File: src/rtl/instr_fetch_seq.sv
// Instruction fetch sequencer: reads one or two instruction words starting at a PC
// and writes them into IR1/IR2 of the register file, then reports the advanced PC.

package common_pkg;
  localparam logic [3:0] R_IR1 = 4'd1;
  localparam logic [3:0] R_IR2 = 4'd2;
endpackage

module instr_fetch_seq #(
  parameter logic [3:0]  IR1_ADDR = common_pkg::R_IR1,
  parameter logic [3:0]  IR2_ADDR = common_pkg::R_IR2,
  parameter int unsigned LONG_BIT = 15
) (
  input  logic        i_clk,
  input  logic        i_rst_n,
  input  logic        i_start,
  input  logic        i_flush,
  input  logic [15:0] i_pc,
  output logic        o_mem_req,
  output logic [15:0] o_mem_addr,
  input  logic        i_mem_ack,
  input  logic [15:0] i_mem_rdata,
  output logic        o_wr_en,
  output logic [3:0]  o_dest_addr,
  output logic [15:0] o_dest_data,
  output logic [15:0] o_pc_next,
  output logic        o_busy,
  output logic        o_done
);

  localparam logic [2:0] S_IDLE   = 3'd0;
  localparam logic [2:0] S_FETCH1 = 3'd1;
  localparam logic [2:0] S_WR1    = 3'd2;
  localparam logic [2:0] S_FETCH2 = 3'd3;
  localparam logic [2:0] S_WR2    = 3'd4;
  localparam logic [2:0] S_DONE   = 3'd5;

  logic [2:0]  state;
  logic [2:0]  state_nx;
  logic [15:0] pc;
  logic [15:0] word0;
  logic [15:0] word1;
  logic [15:0] pc_next_q;
  logic        is_long;

  assign is_long = word0[LONG_BIT];

  // Flush overrides every other input and always returns to IDLE.
  always_comb begin
    state_nx = state;
    if (i_flush) begin
      state_nx = S_IDLE;
    end else begin
      case (state)
        S_IDLE:   if (i_start)   state_nx = S_FETCH1;
        S_FETCH1: if (i_mem_ack) state_nx = S_WR1;
        S_WR1:    state_nx = is_long ? S_FETCH2 : S_DONE;
        S_FETCH2: if (i_mem_ack) state_nx = S_WR2;
        S_WR2:    state_nx = S_DONE;
        S_DONE:   state_nx = S_IDLE;
        default:  state_nx = S_IDLE;
      endcase
    end
  end

  always_ff @(posedge i_clk) begin
    if (!i_rst_n) begin
      state     <= S_IDLE;
      pc        <= '0;
      word0     <= '0;
      word1     <= '0;
      pc_next_q <= '0;
    end else begin
      state <= state_nx;
      if (!i_flush) begin
        if (state == S_IDLE && i_start)
          pc <= i_pc;
        if (state == S_FETCH1 && i_mem_ack)
          word0 <= i_mem_rdata;
        if (state == S_FETCH2 && i_mem_ack)
          word1 <= i_mem_rdata;
        if (state == S_WR1 && !is_long)
          pc_next_q <= pc + 16'd1;
        if (state == S_WR2)
          pc_next_q <= pc + 16'd2;
      end
    end
  end

  always_comb begin
    o_mem_req   = 1'b0;
    o_mem_addr  = '0;
    o_wr_en     = 1'b0;
    o_dest_addr = '0;
    o_dest_data = '0;
    o_done      = 1'b0;
    if (!i_flush) begin
      case (state)
        S_FETCH1: begin
          o_mem_req  = 1'b1;
          o_mem_addr = pc;
        end
        S_FETCH2: begin
          o_mem_req  = 1'b1;
          o_mem_addr = pc + 16'd1;
        end
        S_WR1: begin
          o_wr_en     = 1'b1;
          o_dest_addr = IR1_ADDR;
          o_dest_data = word0;
        end
        S_WR2: begin
          o_wr_en     = 1'b1;
          o_dest_addr = IR2_ADDR;
          o_dest_data = word1;
        end
        S_DONE:  o_done = 1'b1;
        default: ;
      endcase
    end
  end

  assign o_busy    = (state != S_IDLE);
  assign o_pc_next = pc_next_q;

endmodule

File: config.mk
export PLATFORM = sky130hd
export DESIGN_NAME = instr_fetch_seq
export DESIGN_NICKNAME = d
export VERILOG_FILES = /design/src/rtl/instr_fetch_seq.sv
export SDC_FILE = /design/constraint.sdc
export NUM_CORES = 1
export LEC_CHECK = 0
export CORE_MARGIN = 5
export CORE_UTILIZATION = 48
export CTS_CLUSTER_DIAMETER = 40
export DETAILED_ROUTE_END_ITERATION = 7
export PLACE_DENSITY = 0.8
export SLEW_MARGIN = 15
export SYNTH_ARGS = -nofsm -noshare
export SYNTH_HDL_FRONTEND = slang
export SYNTH_SLANG_ARGS = --single-unit
File: constraint.sdc
create_clock -name i_clk -period 2.73 [get_ports i_clk]
set_clock_uncertainty 0.2 [all_clocks]
set_input_delay 0.546 -clock i_clk [delete_from_list [all_inputs] [get_ports i_clk]]
set_output_delay 0.546 -clock i_clk [all_outputs]
set_load 0.1 [all_outputs]
Word-level counts from Yosys, hierarchy flattened

Index checks and enable logic that the tools add are counted.

$add $sub $neg: 2
Multiply operators: 0
Divide/modulo/power cells: 0
Magnitude comparators: 0
Eq/ne operators: 8
Shifts and indexed selects: 0
Mux-type cells: 19
Bitwise gates (word level): 2
Reduce and logical (&&, ||, !) cells: 16

Operators by type and width:

| operator              | count |
|---|---|
| $mux 16               | 4 |
| $pmux 16 s2           | 2 |
| $add 16x1->16 const B | 1 |
| $add 16x2->16 const B | 1 |
| $pmux 3 s5            | 1 |
| $mux 3                | 4 |
| $reduce_and 2->1      | 4 |
| $eq 3x2->1 const B    | 2 |
| $eq 3x3->1 const B    | 2 |
| $mux 1                | 6 |
| $ne 2x2->1 const B    | 3 |
| $reduce_or 2->1       | 3 |
| $logic_and 1x1->1     | 4 |
| $pmux 2 s2            | 1 |
| $eq 3x1->1 const B    | 1 |
| $logic_not 3->1       | 1 |
| $reduce_and 3->1      | 1 |
| $reduce_bool 3->1     | 1 |
| $mux 2                | 1 |
| $not 1->1             | 2 |
| $reduce_bool 2->1     | 1 |
| $logic_not 1->1       | 1 |

Bits in registers: 67
Latch bits: 0
Bits in writable memories: 0
ROM bits: 0
Input bits: 37
Output and inout port bits: 56
Logic and storage cells: 52
Memories kept: 0

Longest topological paths before layout

Word-level depth: 4
Gate-level depth with buffers: 9
Mapped depth without buffers: 5

Worst setup path before layout

Ideal clock, no wire load.

Kind: input to output
Start point: input port i_flush
End point: output port o_dest_data[10]
Arrival time: 3.024 ns
Data required time: 1.984 ns
Setup slack: -1.040 ns
Stages on the path: 5
Path buffers: 2
Path through: nor2_1 -> and2_1 -> clkbuf_1 -> clkbuf_1 -> a22o_1

Longest elaborated chain between the ends: 1

Ends and longest elaborated chain:

| item            | line | RTL |
|---|---|---|
| start, declared | 17   | `input logic i_flush,` |
| $mux 16         | 97   | `if (!i_flush) begin` |
| end, declared   | 25   | `output logic [15:0] o_dest_data,` |

Every way passes these cells.

Worst setup path in the final report

Start point: register pc[1]
End point: output port o_mem_addr[14]

Longest elaborated chain between the ends: 3

Ends and longest elaborated chain:

| item                   | line | RTL |
|---|---|---|
| start, declared        | 40   | `logic [15:0] pc;` |
| start signal, assigned | 77   | `pc <= i_pc;` |
| $add 16x1->16          | 105  | `o_mem_addr = pc + 16'd1;` |
| $pmux 16 s2            | 98   | `case (state)` |
| $mux 16                | 97   |  |
| end, declared          | 20   | `output logic [15:0] o_mem_addr,` |

Every way passes these cells.

==> metrics <==
global route hottest layer=met2; initial core utilization=49.6%; Multi-input gate area=0.00207 mm2; Worst VDD drop=0.000313 V; CTS tree=done; total grt overflow=0; total number of vias=3,687; antenna-violating nets left=0; Die X=94.3 um; Pre-antenna DRT Iters=5; worst setup margin=-0.0683 ns; Endpoint, Worst Hold=word1[4]$_SDFFE_PN0P_; Non-Filler Instances=635; Final Hold Fails=0; worst hold path type=reg2reg; M3 GR Usage=5.77%; fmax=357 MHz; Post-Route Setup TNS=-0.101 ns; Clock Path Buffers=2; r2r worst-path depth=5; ys async rst share=0%; Fin Hold WS=0.257 ns; period utilisation layout=103%; final net count=573; Vias/cell=5.81; worst r2r dst=o_pc_next[12]$_SDFFE_PN0P_; Hold Crit Depth=2; Root Buffer=clkbuf_8; startpoint class of the critical path=flip-flop; Tot Pwr=2220 uW; largest net degree at the start of global routing=52; Mapped Area=0.00341 mm2; post-synthesis cell type count=55; Fillers=401; pre-CTS setup slack=-0.0794 ns; die height=94.3 um; M1 GR Usage=30.4%; Mapped Cells=426; CP arrival=2.05 ns; Port Buffer Count=90; Worst path slowest cell=dfxtp_4; RSZ-0062 raised after global routing=true; GPL Wtd Cong=0.882; hold buffers post-CTS=0; CTS clock-pin slew for the worst setup and hold paths=0.07 ns; die area=0.00889 mm2; DRC errors left=0; CTS Sinks=67; Initial DRC Count=333; Syn Area/Cell=8.00 um2; cts bufs inserted=9; Crit Path Max Fanout=8; final wirelength=11.3 mm; initial antenna violation count=0; Clk Latency, worst-skew pair=0.35 ns; crit-path cells=ha_1 -> nand4_1 -> buf_4 -> nor4_2 -> xnor2_1 -> nor2_2 -> buf_12; M2 GR Usage=38.4%; sequential area share after synthesis=39.3%; drt wl/cell=17.7 um; LEAKAGE=0.00194 uW; area delta synth->final=59.3%; status=finished with violations; storage element area=0.00137 mm2; yosys warns=0; first-pass GRT wire length=16.4 mm; critical path's largest stage delay=0.38 ns; Worst Min Path Start=word1[4]$_SDFFE_PN0P_; count of final setup violators=3; r2r startpoint=state[1]$_SDFFE_PP0P_; CP required=1.98 ns; IO Pins=93; minimum clock period=2.80 ns; Top FF cell, synth=dfxtp_1; Synth Register Bits=67; Power Density=409 mW/mm2; Slew Limit Fails=0; global-route usage over all layers=23.7%; EDFF count, synth=0; # diodes=0; vias in the first global route=3,369; share of cells above drive strength 1=36.2%; Core ar.=0.00687 mm2; row count=30; hpwl dp=7.35 mm; WS Path Type=reg2out; max-cap viol count=0; failing checks=setup timing; reg2reg setup slack=0.58 ns; Placed Instances=610; Crit. End Element=primary output; H-tree depth=3
## stage by stage
step           utilization, %  cell area (um2)
2_1_floorplan               -             3540
3_3_place_gp             72.6             4990
3_5_place_dp             72.6             4990
4_1_cts                  77.5             5320
5_1_grt                  79.1             5430
6_report                 79.1             5430
## critical path, delay by kind of cell (launching register included)
family                     cells  cell delay [ns]
buffers and inverters          2             0.39
DFF                            1             0.38
xor gates and xnor gates       1             0.14
adders and majority gates      1             0.19
and+or+nand+nor                3             0.59
## power by group
part | total, uW | switching (uW) | internal, uW
clock network | 922 | 384 | 538
registers | 1010 | 21.4 | 993
logic | 284 | 166 | 117
## synthesized netlist by cell type (4+ instances only)
| cell | n | area, um2 |
|---|---|---|
| nor4_1 | 4 | 25.0 |
| a21oi_2 | 10 | 87.6 |
| a21oi_1 | 49 | 245 |
| xnor2_1 | 12 | 105 |
| nand2_2 | 10 | 62.6 |
| nand2_1 | 95 | 357 |
| o21ai_0 | 23 | 115 |
| xor2_1 | 5 | 43.8 |
| nand3_1 | 6 | 30.0 |
| buf_4 | 7 | 52.6 |
| o31ai_1 | 4 | 30.0 |
| a22o_1 | 15 | 131 |
| clkbuf_1 | 17 | 63.8 |
| nor3_1 | 4 | 20.0 |
| buf_2 | 5 | 25.0 |
| nand4_1 | 4 | 25.0 |
| or3_1 | 10 | 62.6 |
| buf_6 | 4 | 45.0 |
| nor2_1 | 17 | 63.8 |
| a31oi_1 | 9 | 56.3 |
| dfxtp_1 | 67 | 1340 |
| and3_1 | 4 | 25.0 |
| or4_1 | 4 | 30.0 |
## worst max-delay path by stage
stage                                   from             end  slack, ns  cells after the start
final                     pc[1]$_SDFFE_PN0P_  o_mem_addr[14]      -0.07                      7
after global routing      pc[1]$_SDFFE_PN0P_  o_mem_addr[14]      -0.11                      7
after CTS                 pc[8]$_SDFFE_PN0P_  o_mem_addr[13]     -0.007                      5
after detailed placement             i_flush   o_mem_addr[2]      -0.08                      5
after global placement               i_flush   o_mem_addr[5]      -0.04                      5
after floorplan                      i_flush  o_mem_addr[10]      -0.59                      4
## cells in the final DEF (no fill, tap or decap), types with 3 or more instances in the layout
cell	synthesis	layout
or4_1	4	4
a22o_2	0	6
nand2b_1	3	3
clkdlybuf4s50_1	0	35
o21ai_0	23	23
dfxtp_4	0	5
buf_12	1	43
dfxtp_2	0	6
nand2_2	10	11
xor2_1	5	5
nor2_2	0	9
a31oi_1	9	9
nor4_2	0	4
and3_1	4	3
a21oi_2	10	11
xnor2_1	12	12
clkbuf_8	0	10
a22o_4	0	8
nand2_1	95	94
a21oi_4	0	3
or3_1	10	9
buf_4	7	49
nand3_1	6	5
buf_6	4	3
nor3_1	4	3
o31ai_1	4	4
dfxtp_1	67	56
a21oi_1	49	45
nand4_1	4	4
nor2_4	1	4
nor2_1	17	5
## per-layer routing
metal | routed length, um | vias to the layer above
met1 | 4610 | 1750
met4 | 381 | 0
met3 | 816 | 45
met5 | 0 | -
met2 | 5460 | 194
li1 | - | 1698
## area by class of cell
class,count,share of cell area [%]
multi-input combinational,321,38.1
timing repair buffer,132,30.1
sequential,67,25.2
clock buffer,10,2.53
tap,96,2.21
clock inverter,6,1.64
inverter,3,0.230
## sequential cells by signal, indices dropped and copies added, names as in the netlist
register / count
o_pc_next: 16
pc: 16
word0: 16
word1: 16
state: 3
## what timing repair did
item,CTS,global route
pin swaps,1,8
endpoints found under the setup margin,23,17
setup buffers,1,8
resized for setup,35,14
hold endpoints to repair,0,0
## kinds of logic after synthesis
| logic type | synth area share [%] |
|---|---|
| other cells | 0.110 |
| mux | 1.03 |
| flops | 39.3 |
| buf+inv | 6.68 |
| compound gates | 22.1 |
| simple gates | 25.6 |
| xor+xnor | 4.37 |
| fa+ha+maj | 0.734 |
No activity file was read; power rests on OpenSTA's default activity.
